==> src/rtl/edit_mode_controller_if.sv <==
// Front-panel key inputs and edit-state outputs shared by the edit-mode sequencer and its clients.
interface edit_mode_controller_if;
  logic       ClkSec;
  logic       KeyMode;
  logic       KeySet;
  logic       KeyPlus;
  logic       KeyMinus;
  logic [1:0] screen;
  logic       EditMode;
  logic [2:0] EditPos;
  logic       Blink;

  modport master (
    output ClkSec, KeyMode, KeySet, KeyPlus, KeyMinus,
    input  screen, EditMode, EditPos, Blink
  );
  modport slave (
    input  ClkSec, KeyMode, KeySet, KeyPlus, KeyMinus,
    output screen, EditMode, EditPos, Blink
  );
endinterface

==> src/rtl/edit_mode_controller.sv <==
// Debounces Mode/Set/Plus/Minus and sequences screen / EditMode / EditPos for the counter blocks.
// Define BLINK_EN to build the per-second digit blink strobe; otherwise Blink is tied high.
module edit_mode_controller #(
  parameter logic [19:0] DEB_CYCLES  = 20'd50000,
  parameter logic [7:0]  TIMEOUT_SEC = 8'd10,
  parameter int          NUM_SCREENS = 3
) (
  input  logic                    clk,
  input  logic                    reset,
  edit_mode_controller_if.slave   bus
);
  localparam int K_MODE = 0;
  localparam int K_SET  = 1;
  localparam logic [1:0] LAST_SCR = 2'(NUM_SCREENS - 1);

  typedef enum logic {VIEW = 1'b0, EDIT = 1'b1} state_e;

  logic [3:0]       raw;
  logic [3:0][19:0] cnt_q;
  logic [3:0]       acc_q, acc_dly_q;
  logic [3:0]       press;
  logic             any_press;

  state_e     state_q, state_d;
  logic [1:0] screen_q, screen_d;
  logic [2:0] pos_q, pos_d;
  logic [7:0] to_q, to_d;

  assign raw       = {bus.KeyMinus, bus.KeyPlus, bus.KeySet, bus.KeyMode};
  // One-cycle pulse on the cycle after the accepted level falls.
  assign press     = acc_dly_q & ~acc_q;
  assign any_press = |press;

  always_ff @(posedge clk or negedge reset) begin
    if (!reset) begin
      cnt_q     <= '0;
      acc_q     <= '1;
      acc_dly_q <= '1;
    end else begin
      acc_dly_q <= acc_q;
      for (int k = 0; k < 4; k++) begin
        if (raw[k] == acc_q[k]) begin
          cnt_q[k] <= '0;
        end else if (cnt_q[k] == DEB_CYCLES - 20'd1) begin
          acc_q[k] <= raw[k];
          cnt_q[k] <= '0;
        end else begin
          cnt_q[k] <= cnt_q[k] + 20'd1;
        end
      end
    end
  end

  function automatic logic [2:0] start_pos(input logic [1:0] s);
    case (s)
      2'd0:    return 3'd5;
      2'd1:    return 3'd7;
      2'd2:    return 3'd3;
      default: return 3'd1;
    endcase
  endfunction

  always_comb begin
    state_d  = state_q;
    screen_d = screen_q;
    pos_d    = pos_q;
    to_d     = to_q;
    case (state_q)
      VIEW: begin
        if (press[K_MODE]) begin
          screen_d = (screen_q == LAST_SCR) ? 2'd0 : screen_q + 2'd1;
        end else if (press[K_SET]) begin
          state_d = EDIT;
          pos_d   = start_pos(screen_q);
        end
      end
      EDIT: begin
        if (press[K_MODE]) begin
          state_d = VIEW;
          pos_d   = 3'd0;
        end else if (press[K_SET]) begin
          if (pos_q == 3'd0) state_d = VIEW;
          else               pos_d   = pos_q - 3'd1;
          to_d = 8'd0;
        end else if (any_press) begin
          to_d = 8'd0;
        end else if (bus.ClkSec) begin
          if (to_q >= TIMEOUT_SEC - 8'd1) begin
            state_d = VIEW;
            pos_d   = 3'd0;
          end else begin
            to_d = (to_q == 8'hFF) ? to_q : to_q + 8'd1;
          end
        end
      end
      default: state_d = VIEW;
    endcase
    // Timeout only runs while editing.
    if (state_d == VIEW) to_d = 8'd0;
  end

  always_ff @(posedge clk or negedge reset) begin
    if (!reset) begin
      state_q  <= VIEW;
      screen_q <= 2'd0;
      pos_q    <= 3'd0;
      to_q     <= 8'd0;
    end else begin
      state_q  <= state_d;
      screen_q <= screen_d;
      pos_q    <= pos_d;
      to_q     <= to_d;
    end
  end

`ifdef BLINK_EN
  logic blink_q, blink_d;

  always_comb begin
    blink_d = blink_q;
    if (state_d == VIEW || state_q == VIEW || any_press) blink_d = 1'b1;
    else if (bus.ClkSec)                                 blink_d = ~blink_q;
  end

  always_ff @(posedge clk or negedge reset) begin
    if (!reset) blink_q <= 1'b1;
    else        blink_q <= blink_d;
  end

  assign bus.Blink = blink_q;
`else
  assign bus.Blink = 1'b1;
`endif

  assign bus.screen   = screen_q;
  assign bus.EditMode = (state_q == EDIT);
  assign bus.EditPos  = pos_q;
endmodule
==> src/flat_wrapper.sv <==
// flat-port wrapper written by rule: the top's interface ports become plain ports
module edit_mode_controller_flat 
#(
  parameter logic [19:0] DEB_CYCLES  = 20'd50000,
  parameter logic [7:0]  TIMEOUT_SEC = 8'd10,
  parameter int          NUM_SCREENS = 3
)
  (clk, reset, bus_ClkSec, bus_KeyMode, bus_KeySet, bus_KeyPlus, bus_KeyMinus, bus_screen, bus_EditMode, bus_EditPos, bus_Blink);
  edit_mode_controller_if bus_i ();
  input  logic clk;
  input  logic reset;
  input wire logic [$bits(bus_i.ClkSec)-1:0] bus_ClkSec;
  input wire logic [$bits(bus_i.KeyMode)-1:0] bus_KeyMode;
  input wire logic [$bits(bus_i.KeySet)-1:0] bus_KeySet;
  input wire logic [$bits(bus_i.KeyPlus)-1:0] bus_KeyPlus;
  input wire logic [$bits(bus_i.KeyMinus)-1:0] bus_KeyMinus;
  output wire logic [$bits(bus_i.screen)-1:0] bus_screen;
  output wire logic [$bits(bus_i.EditMode)-1:0] bus_EditMode;
  output wire logic [$bits(bus_i.EditPos)-1:0] bus_EditPos;
  output wire logic [$bits(bus_i.Blink)-1:0] bus_Blink;
  assign bus_i.ClkSec = bus_ClkSec;
  assign bus_i.KeyMode = bus_KeyMode;
  assign bus_i.KeySet = bus_KeySet;
  assign bus_i.KeyPlus = bus_KeyPlus;
  assign bus_i.KeyMinus = bus_KeyMinus;
  assign bus_screen = bus_i.screen;
  assign bus_EditMode = bus_i.EditMode;
  assign bus_EditPos = bus_i.EditPos;
  assign bus_Blink = bus_i.Blink;
  edit_mode_controller #(.DEB_CYCLES(DEB_CYCLES), .TIMEOUT_SEC(TIMEOUT_SEC), .NUM_SCREENS(NUM_SCREENS)) u_core (.clk(clk), .reset(reset), .bus(bus_i));
endmodule
==> config.mk <==
export PLATFORM = sky130hd
export DESIGN_NAME = edit_mode_controller_flat
export DESIGN_NICKNAME = d
export VERILOG_FILES = /design/src/rtl/edit_mode_controller_if.sv /design/src/rtl/edit_mode_controller.sv /design/src/flat_wrapper.sv
export SDC_FILE = /design/constraint.sdc
export NUM_CORES = 1
export LEC_CHECK = 0
export BUFFER_PORTS_ARGS = -buffer_cell sky130_fd_sc_hd__buf_2
export CAP_MARGIN = 0
export CORE_MARGIN = 4
export CORE_UTILIZATION = 25
export CTS_BUF_LIST = sky130_fd_sc_hd__clkbuf_8
export DETAILED_ROUTE_END_ITERATION = 12
export SYNTH_ARGS = -nofsm -noshare
export SYNTH_HDL_FRONTEND = slang
export SYNTH_SLANG_ARGS = --single-unit
==> constraint.sdc <==
create_clock -name clk -period 3.3 [get_ports clk]
set_input_delay 0.165 -clock clk [delete_from_list [all_inputs] [get_ports clk]]
set_output_delay 0.165 -clock clk [all_outputs]
set_load 0.02 [all_outputs]
==> impl_metrics.env, run 1 <==
export IMPL_cp_end_kind="flop"
export IMPL_p_switching_uw=613
export IMPL_grt_max_degree=103
export IMPL_max_stage_delay_ns=0.64
export IMPL_route_detailed_drc=0
export IMPL_yosys_warnings=0
export IMPL_outcome="complete, no violations"
export IMPL_async_reset_ff_frac=1.00
export IMPL_synth_area_per_cell_um2=9.90
export IMPL_wl_per_cell_um=11.2
export IMPL_place_inst=775
export IMPL_clkTransAtPathRegs_ns=0.10
export IMPL_cp_slowest_cell="nand2b_1"
export IMPL_startpoint_type="flop"
export IMPL_netlist_area_um2=5020
export IMPL_grt_ovfl_total=0
export IMPL_hp_class="in2reg"
export IMPL_cts_tree="yes"
export IMPL_ys_ff_latch=102
export IMPL_routed_wl_um=8900
export IMPL_path_delay_family="simple AND/OR/NAND/NOR gates"
export IMPL_die_height_um=150
export IMPL_gp_congestion=0.758
export IMPL_cts_buffer_depth=2
export IMPL_drv_cap=0
export IMPL_worst_pin_slew_ns=0.750
export IMPL_vias=3421
export IMPL_layout_nets=542
export IMPL_htreeDepth=3
export IMPL_tns_ns=0
export IMPL_clk_latency_ns=0.37
export IMPL_core_region_area_um2=19600
export IMPL_initial_core_util=0.256
export IMPL_setup_viol=0
export IMPL_postRouteAntennaNets=0
export IMPL_cp_data_required_time_ns=3.52
export IMPL_critPathKind="reg2reg"
export IMPL_fin_crit_ns=2.07
export IMPL_synth_distinct_cells=48
export IMPL_grt_use_total=0.0846
export IMPL_p_comb_frac=0.080
export IMPL_dr_first_iter_drc_count=175
export IMPL_die_w_um=150
export IMPL_finalHoldViolCount=0
export IMPL_cts_root_buf="clkbuf_8"
export IMPL_worstPathArrival_ns=2.29
export IMPL_syn_inst=507
export IMPL_ir_drop_v=0.000191
export IMPL_path_buf_inv=0
export IMPL_synth_flop_cell="dfrtp_1"
export IMPL_grt_busiest_layer="met2"
export IMPL_use_met3=0.0218
export IMPL_leakagePower_nw=2.34
export IMPL_max_freq_ghz=0.483
export IMPL_rsz0062_at_grt="false"
export IMPL_relSlewSlack=0.500
export IMPL_num_rows=51
export IMPL_area_growth_syn_to_layout_pct=12.0
export IMPL_swShare=0.248
export IMPL_port_buffers=12
export IMPL_first_pass_iters=6
export IMPL_antenna_found_initial=0
export IMPL_viasPerCell=4.32
export IMPL_p_int_mw=1.86
export IMPL_grt_use_met2=0.133
export IMPL_hpwl_um=6090
export IMPL_final_cell_count_no_fill=792
export IMPL_critPathMaxFanout=20
export IMPL_dieArea_um2=22400
export IMPL_power_share_sequential=0.541
export IMPL_antenna_cells=0
export IMPL_crit_chain="ha_1 > and3_4 > nand3_2 > nor3_1 > nand2b_1 > nor2_1"
export IMPL_pwr_density_cell_nw_per_um2=441
export IMPL_finClkSkew_ns=0.0122
export IMPL_cts_sink_count=102
export IMPL_drive_above_1_share=0.0949
export IMPL_grt_pass1_vias=3339
export IMPL_synth_fp_nets=527
export IMPL_numCtsBuffers=9
export IMPL_use_met1=0.111
export IMPL_seq_area_frac_synth=0.511
export IMPL_design_portCount=14
export IMPL_finalMaxSlewViolations=0
export IMPL_synth_edff_count=0
export IMPL_ctsResizeCount=0
export IMPL_fillCellCount=2040
export IMPL_pwr_share_clk=0.380
export IMPL_period_share=0.628
export IMPL_grt_pass1_wl_um=15700
==> metrics by stage <==
stage | hold WS, ns | power [mW] | cell area [um2] | util | setup WS [ns]
global route | 0.0354 | 2.60 | 5620 | 0.287 | 1.01
detailed placement | 0.273 | 1.56 | 5360 | 0.274 | 1.20
floorplan | -0.131 | 1.49 | 5020 | - | 1.47
CTS | 0.0369 | 2.52 | 5620 | 0.287 | 1.18
finish | 0.0627 | 2.47 | 5620 | 0.287 | 1.23
global placement | 0.275 | 1.56 | 5360 | 0.274 | 1.27
==> cell type report <==
type	instances	area (um2)	area share
repair buffers	15	100	0.0178
clock buffers	9	124	0.0220
clock inverters	7	121	0.0216
multi-input cells	373	2300	0.409
inverters	21	78.8	0.0140
well taps	265	332	0.0590
flip-flops and latches	102	2560	0.456
==> cell usage after synthesis, types with 2 or more instances <==
master | n | area (um2)
nor2_1 | 104 | 390
dfrtp_1 | 94 | 2350
xor2_1 | 47 | 412
nand3_1 | 35 | 175
nand2_1 | 31 | 116
xnor2_1 | 29 | 254
nand4_1 | 22 | 138
inv_1 | 21 | 78.8
ha_1 | 13 | 163
and3_1 | 12 | 75.1
nor3_1 | 10 | 50.1
o21ai_0 | 9 | 45.0
dfstp_2 | 8 | 210
nor4_1 | 7 | 43.8
nand2b_1 | 6 | 37.5
nor4b_1 | 5 | 43.8
mux2_2 | 4 | 45.0
and4_1 | 3 | 26.3
buf_2 | 3 | 15.0
buf_4 | 3 | 22.5
nor2b_1 | 3 | 18.8
nor4_2 | 3 | 37.5
o211ai_1 | 3 | 22.5
o22ai_1 | 3 | 18.8
a41oi_1 | 2 | 17.5
and2_1 | 2 | 12.5
clkbuf_1 | 2 | 7.51
or2_2 | 2 | 12.5
or4_1 | 2 | 15.0
==> flip-flops by register name, summed over array words and instances, names as in the netlist <==
| name | flops |
|---|---|
| u_core.bus.EditMode | 1 |
| u_core.acc_dly_q | 4 |
| u_core.bus.EditPos | 3 |
| u_core.to_q | 8 |
| u_core.bus.screen | 2 |
| u_core.acc_q | 4 |
| u_core.cnt_q | 80 |
==> placed cells by master, fill, tap and decap left out, types with 9 or more instances in the layout <==
cell	n
nor2_1	104
dfrtp_1	94
xor2_1	47
nand3_1	35
nand2_1	31
xnor2_1	29
inv_1	22
nand4_1	22
ha_1	13
and3_1	12
buf_2	11
nor3_1	10
clkbuf_8	9
==> layer usage <==
layer  up-vias  part of all wire  wire length [um]
met5         -                 0                 0
met4         0             0.013               113
met3         8             0.033               297
met2        30              0.46              4120
met1      1637              0.49              4370
li1       1746                 -                 -
==> logic make-up (layout without fill, tap and decap cells) <==
family	count (synthesis)	count (layout)	synth area share
AOI/OAI and AO/OA	26	26	0.0357
xor gates and xnor gates	76	76	0.133
adders and majority gates	13	13	0.0324
buffers and inverters	32	52	0.0309
DFF	102	102	0.511
muxes	4	4	0.00898
other	1	1	0.000747
and+or+nand+nor	253	253	0.248
==> repair_timing <==
action	CTS	global route
hold buffers	1	0
hold endpoints to repair	94	0
buffers inserted	0	0
==> final timing paths <==
check / end / from / cells after the start / slack, ns
worst max register to register: u_core.cnt_q[18]$_DFF_PN0_ / u_core.cnt_q[0]$_DFF_PN0_ / 6 / 1.23
min in group asynchronous: u_core.cnt_q[48]$_DFF_PN0_ / reset / 3 / 0.39
worst min register to register: u_core.acc_dly_q[2]$_DFF_PN1_ / u_core.acc_q[2]$_DFFE_PN1P_ / 0 / 0.39
worst min-delay path: u_core.acc_q[2]$_DFFE_PN1P_ / bus_KeyPlus / 2 / 0.06
max in group asynchronous: u_core.cnt_q[35]$_DFF_PN0_ / reset / 3 / 2.48
worst max-delay path: u_core.cnt_q[18]$_DFF_PN0_ / u_core.cnt_q[0]$_DFF_PN0_ / 6 / 1.23
==> power groups by stage <==
stage	sequential [mW]	combinational (mW)	clock, mW
after floorplan	1.35	0.143	0
after global placement	1.36	0.198	0
after detailed placement	1.36	0.201	0
after CTS	1.34	0.201	0.979
after global routing	1.35	0.230	1.02
final	1.34	0.197	0.940
==> worst reg2reg max path: stages, from the launching register on <==
cell	delay [ns]
dfrtp_1	0.40
ha_1	0.22
and3_4	0.22
nand3_2	0.08
nor3_1	0.25
nand2b_1	0.64
nor2_1	0.12
(Power assumes the default switching activity.)
==> run 2: changes to the inputs <==
==> constraint.sdc (replaced) <==
create_clock -name clk -period 2.1 [get_ports clk]
set_input_delay 0.105 -clock clk [delete_from_list [all_inputs] [get_ports clk]]
set_output_delay 0.105 -clock clk [all_outputs]
set_load 0.02 [all_outputs]
==> run 2 against run 1 <==
Compared with the run above: non-clock buffer count is 7 higher; sequential share of layout area is 0.19 points lower; global-route usage is 0.16 points higher; core utilization is 0.12 points higher.
==> impl_metrics.env, run 2 (same netlist as run 1, synthesis figures left out) <==
export IMPL_gp_congestion=0.726
export IMPL_viasPerCell=4.32
export IMPL_max_freq_ghz=0.528
export IMPL_hp_class="in2reg"
export IMPL_place_inst=780
export IMPL_cp_data_required_time_ns=2.35
export IMPL_grt_ovfl_total=0
export IMPL_hpwl_um=6250
export IMPL_grt_max_degree=59
export IMPL_setup_viol=0
export IMPL_core_region_area_um2=19600
export IMPL_finalHoldViolCount=0
export IMPL_initial_core_util=0.256
export IMPL_final_cell_count_no_fill=799
export IMPL_vias=3455
export IMPL_drive_above_1_share=0.103
export IMPL_holdPathEnd="u_core.acc_q[0]$_DFFE_PN1P_"
export IMPL_grt_pass1_wl_um=15900
export IMPL_routed_wl_um=9030
export IMPL_crit_chain="inv_1 > ha_1 > nor3b_1 > o21ai_0 > nand4_1 > o2111a_1 > a2bb2oi_1"
export IMPL_r2r_start="u_core.to_q[0]$_DFFE_PN0P_"
export IMPL_tns_ns=0
export IMPL_startpoint_type="flop"
export IMPL_critPathKind="reg2reg"
export IMPL_period_share=0.901
export IMPL_antenna_found_initial=0
export IMPL_worstPathArrival_ns=2.14
export IMPL_worstHoldPathCells=2
export IMPL_top_register="u_core.cnt_q"
export IMPL_finalMaxSlewViolations=0
export IMPL_largest_reg_flops=80
export IMPL_relSlewSlack=0.631
export IMPL_critPathMaxFanout=6
export IMPL_crit_cells=7
export IMPL_leakagePower_nw=2.36
export IMPL_worstRegToRegCells=7
export IMPL_hold_path_startpoint="bus_KeyMode"
export IMPL_wl_per_cell_um=11.3
export IMPL_cp_slowest_cell="dfrtp_1"
export IMPL_dr_first_iter_drc_count=188
export IMPL_final_cell_mix="104 x nor2_1, 94 x dfrtp_1, 47 x xor2_1"
export IMPL_area_growth_syn_to_layout_pct=12.4
export IMPL_num_rows=51
export IMPL_numCtsBuffers=9
export IMPL_htreeDepth=3
export IMPL_final_common_cell="nor2_1"
export IMPL_die_w_um=150
export IMPL_grt_pass1_vias=3371
export IMPL_rsz0062_at_grt="false"
export IMPL_max_stage_delay_ns=0.44
export IMPL_cts_buffer_depth=2
export IMPL_worst_pin_slew_ns=0.552
export IMPL_layout_nets=549
export IMPL_grt_use_total=0.0861
export IMPL_cts_tree="yes"
export IMPL_antenna_cells=0
export IMPL_design_portCount=14
export IMPL_postRouteAntennaNets=0
export IMPL_fillCellCount=2053
export IMPL_route_detailed_drc=0
export IMPL_ir_drop_v=0.000278
export IMPL_fin_crit_ns=1.89
export IMPL_pwr_density_cell_nw_per_um2=659
export IMPL_dieArea_um2=22400
export IMPL_r2r_slack_ns=0.21
export IMPL_path_delay_family="compound AO/OA/AOI/OAI gates"
export IMPL_clkTransAtPathRegs_ns=0.09
export IMPL_cp_end_kind="flop"
export IMPL_reg_top3="u_core.cnt_q: 80 flops, u_core.to_q: 8 flops"
export IMPL_first_pass_iters=4
export IMPL_r2r_end="u_core.bus.EditPos[0]$_DFFE_PN0P_"
export IMPL_outcome="complete, no violations"
export IMPL_port_buffers=12
export IMPL_die_height_um=150
export IMPL_cts_sink_count=102
export IMPL_cts_root_buf="clkbuf_8"
export IMPL_path_buf_inv=1
export IMPL_drv_cap=0
export IMPL_finClkSkew_ns=0.0142
export IMPL_clk_latency_ns=0.37
export IMPL_ctsResizeCount=0
-- run 2: layout make-up --
cell class,count,area (um2),area share
Clock buffer,12,165,0.0293
Clock inverter,4,46.3,0.00821
Inverter,21,78.8,0.0140
Multi-Input combinational cell,373,2300,0.408
Sequential cell,102,2560,0.454
Tap cell,265,332,0.0588
Timing Repair Buffer,22,158,0.0279
-- run 2: how the worst max path moves through the flow --
stage / from / slack, ns / endpoint
2_1_floorplan: u_core.bus.EditPos[0]$_DFFE_PN0P_ / 0.27 / u_core.to_q[2]$_DFFE_PN0P_
3_3_place_gp: u_core.bus.EditPos[0]$_DFFE_PN0P_ / 0.21 / u_core.to_q[2]$_DFFE_PN0P_
3_5_place_dp: u_core.bus.EditPos[0]$_DFFE_PN0P_ / 0.20 / u_core.to_q[2]$_DFFE_PN0P_
4_1_cts: u_core.bus.EditPos[0]$_DFFE_PN0P_ / 0.16 / u_core.to_q[2]$_DFFE_PN0P_
5_1_grt: u_core.bus.EditPos[0]$_DFFE_PN0P_ / 0.03 / u_core.to_q[2]$_DFFE_PN0P_
6_report: u_core.to_q[0]$_DFFE_PN0P_ / 0.21 / u_core.bus.EditPos[0]$_DFFE_PN0P_
-- run 2: where the power goes --
group	internal (mW)	switching, mW	leakage [nW]
logic	0.115	0.202	0.874
clock network	0.643	0.659	0.110
registers	2.02	0.0862	1.38
total	2.77	0.947	2.36
-- run 2: routing by layer --
| metal | vias up | wire [um] | track usage |
|---|---|---|---|
| met4 | 0 | 149 | 0.0316 |
| met2 | 34 | 4080 | 0.131 |
| li1 | 1755 | - | - |
| met3 | 13 | 310 | 0.0221 |
| met1 | 1653 | 4500 | 0.119 |
| met5 | - | 0 | 0 |
-- run 2: stage by stage --
stage	hold slack, ns	instance area, um2	setup WS [ns]	total power, mW	util
final	0.0198	5640	0.207	3.72	0.288
after global routing	0.00300	5640	0.0346	3.92	0.288
after CTS	0.00857	5640	0.162	3.77	0.288
after detailed placement	0.0103	5400	0.195	2.46	0.276
after global placement	0.00858	5400	0.210	2.46	0.276
after floorplan	-0.191	5020	0.275	2.34	-
-- run 2: worst reg2reg max path, delay by kind of cell, from the launching register on --
kind / cells / cell delay [ns]
AOI/OAI and AO/OA: 3 / 0.71
DFF: 1 / 0.44
and+or+nand+nor: 2 / 0.36
adders and majority gates: 1 / 0.19
buffers and inverters: 1 / 0.09
-- run 2: timing repair --
action	CTS	global route
setup endpoints to repair	0	1
buffers inserted	0	0
hold endpoints to repair	86	0
hold buffers	3	0
==> run 3: changes to the inputs <==
--- a/config.mk
+++ b/config.mk
@@ -11,6 +11,7 @@
 export CORE_UTILIZATION = 25
 export CTS_BUF_LIST = sky130_fd_sc_hd__clkbuf_8
 export DETAILED_ROUTE_END_ITERATION = 12
+export PLACE_DENSITY = 0.5
 export SYNTH_ARGS = -nofsm -noshare
 export SYNTH_HDL_FRONTEND = slang
 export SYNTH_SLANG_ARGS = --single-unit
==> run 3 against run 2 <==
Compared with the run above: clock-buffer cell count down 3; first-iteration DRC count up 7.4%; final area up 0.71%; worst setup slack better by 0.028 ns; highest routed layer unchanged.
==> impl_metrics.env, run 3 (same netlist as run 1, synthesis figures left out) <==
export IMPL_outcome="complete, no violations"
export IMPL_finalMaxSlewViolations=0
export IMPL_setup_viol=0
export IMPL_grt_use_total=0.0928
export IMPL_grt_ovfl_total=0
export IMPL_grt_max_degree=48
export IMPL_design_portCount=14
export IMPL_antenna_found_initial=0
export IMPL_finClkSkew_ns=0.0117
export IMPL_relSlewSlack=0.587
export IMPL_routed_wl_um=9650
export IMPL_cts_tree="yes"
export IMPL_drv_cap=0
export IMPL_r2r_end="u_core.to_q[2]$_DFFE_PN0P_"
export IMPL_holdWs_ns=0.0445
export IMPL_leakagePower_nw=2.37
export IMPL_clk_latency_ns=0.38
export IMPL_fillCellCount=2031
export IMPL_vias=3532
export IMPL_r2r_slack_ns=0.24
export IMPL_largest_reg_flops=80
export IMPL_pwr_density_cell_nw_per_um2=668
export IMPL_clkTransAtPathRegs_ns=0.09
export IMPL_max_freq_ghz=0.536
export IMPL_die_height_um=150
export IMPL_initial_core_util=0.256
export IMPL_cts_sink_count=102
export IMPL_core_region_area_um2=19600
export IMPL_worstRegToRegCells=8
export IMPL_worstPathArrival_ns=2.14
export IMPL_tns_ns=0
export IMPL_numCtsBuffers=9
export IMPL_startpoint_type="flop"
export IMPL_grt_pass1_vias=3555
export IMPL_max_stage_delay_ns=0.39
export IMPL_crit_chain="inv_1 > ha_1 > ha_1 > inv_1 > o211ai_1 > nor3_2 > nand2_1 > o311ai_2"
export IMPL_reg_top3="u_core.cnt_q: 80 flops, u_core.to_q: 8 flops"
export IMPL_cp_slowest_cell="dfrtp_1"
export IMPL_grt_pass1_wl_um=16900
export IMPL_cts_root_buf="clkbuf_8"
export IMPL_die_w_um=150
export IMPL_hpwl_um=6820
export IMPL_hold_path_startpoint="bus_ClkSec"
export IMPL_top_register="u_core.cnt_q"
export IMPL_final_common_cell="nor2_1"
export IMPL_dr_first_iter_drc_count=202
export IMPL_cp_end_kind="flop"
export IMPL_cts_buffer_depth=2
export IMPL_period_share=0.888
export IMPL_ir_drop_v=0.000286
export IMPL_cp_data_required_time_ns=2.38
export IMPL_worst_pin_slew_ns=0.619
export IMPL_hp_class="in2reg"
export IMPL_htreeDepth=3
export IMPL_num_rows=51
export IMPL_finalHoldViolCount=0
export IMPL_holdPathEnd="u_core.to_q[1]$_DFFE_PN0P_"
export IMPL_critPathKind="reg2reg"
export IMPL_power_mw=3.80
export IMPL_viasPerCell=4.42
export IMPL_first_pass_iters=4
export IMPL_final_cell_mix="104 x nor2_1, 94 x dfrtp_1, 47 x xor2_1"
export IMPL_fin_crit_ns=1.86
export IMPL_dieArea_um2=22400
export IMPL_port_buffers=12
export IMPL_worstHoldPathCells=3
export IMPL_postRouteAntennaNets=0
export IMPL_route_detailed_drc=0
export IMPL_area_growth_syn_to_layout_pct=13.2
export IMPL_drive_above_1_share=0.105
export IMPL_gp_congestion=0.764
export IMPL_r2r_start="u_core.bus.EditPos[0]$_DFFE_PN0P_"
export IMPL_layout_nets=550
export IMPL_wl_per_cell_um=12.1
export IMPL_critPathMaxFanout=5
export IMPL_antenna_cells=0
==> run 3: final cells by class <==
cell class	instances	area [um2]	area share
clock buffer	9	124	0.0218
clock inverter	7	95.1	0.0167
inverter	21	78.8	0.0139
multi-input combinational	373	2310	0.406
sequential	102	2560	0.451
tap	265	332	0.0584
timing repair buffer	23	183	0.0322
==> run 3: routing by layer <==
metal | share of wire | GRT usage | up-vias
li1 | - | - | 1753
met1 | 0.47 | 0.119 | 1714
met2 | 0.48 | 0.150 | 47
met3 | 0.033 | 0.0236 | 18
met4 | 0.020 | 0.0371 | 0
met5 | 0 | 0 | -
==> run 3: worst max-delay path by stage <==
stage	start	to	slack, ns	depth (start not counted)
after floorplan	u_core.bus.EditPos[0]$_DFFE_PN0P_	u_core.to_q[2]$_DFFE_PN0P_	0.27	8
after global placement	u_core.to_q[0]$_DFFE_PN0P_	u_core.bus.EditPos[0]$_DFFE_PN0P_	0.29	7
after detailed placement	u_core.bus.EditPos[0]$_DFFE_PN0P_	u_core.to_q[2]$_DFFE_PN0P_	0.17	8
after CTS	u_core.bus.EditPos[0]$_DFFE_PN0P_	u_core.to_q[2]$_DFFE_PN0P_	0.17	8
after global routing	u_core.bus.EditPos[0]$_DFFE_PN0P_	u_core.to_q[2]$_DFFE_PN0P_	-0.02	8
final	u_core.bus.EditPos[0]$_DFFE_PN0P_	u_core.to_q[2]$_DFFE_PN0P_	0.24	8
==> run 3: through the flow <==
step	area (um2)	setup WS, ns	instances	util
4_1_cts	5670	0.171	800	0.290
2_1_floorplan	5020	0.275	507	-
3_5_place_dp	5410	0.167	779	0.276
3_3_place_gp	5410	0.290	779	0.276
5_1_grt	5680	-0.0163	800	0.290
6_report	5680	0.236	800	0.290
==> run 3: worst max-delay path, delay by kind of cell (launching register included) <==
kind                     cells  cell delay (ns)
adder cells (fa/ha/maj)      2             0.45
flip-flops                   1             0.39
buffers and inverters        2             0.19
AO/OA/AOI/OAI                2             0.37
AND/OR/NAND/NOR              2             0.36
==> run 3: what timing repair did <==
| action | 4_1_cts | 5_1_grt |
|---|---|---|
| hold buffers | 5 | 0 |
| buffers inserted | 0 | 0 |
| endpoints found under the setup margin | 0 | 2 |
| gates resized for setup | 0 | 2 |
| hold endpoints to repair | 46 | 0 |
==> run 3: report_power, final <==
part	switching (mW)	total (mW)	internal (mW)	leakage, nW
logic	0.212	0.338	0.126	0.883
clock network	0.682	1.36	0.675	0.110
registers	0.0878	2.10	2.02	1.38
total	0.982	3.80	2.82	2.37
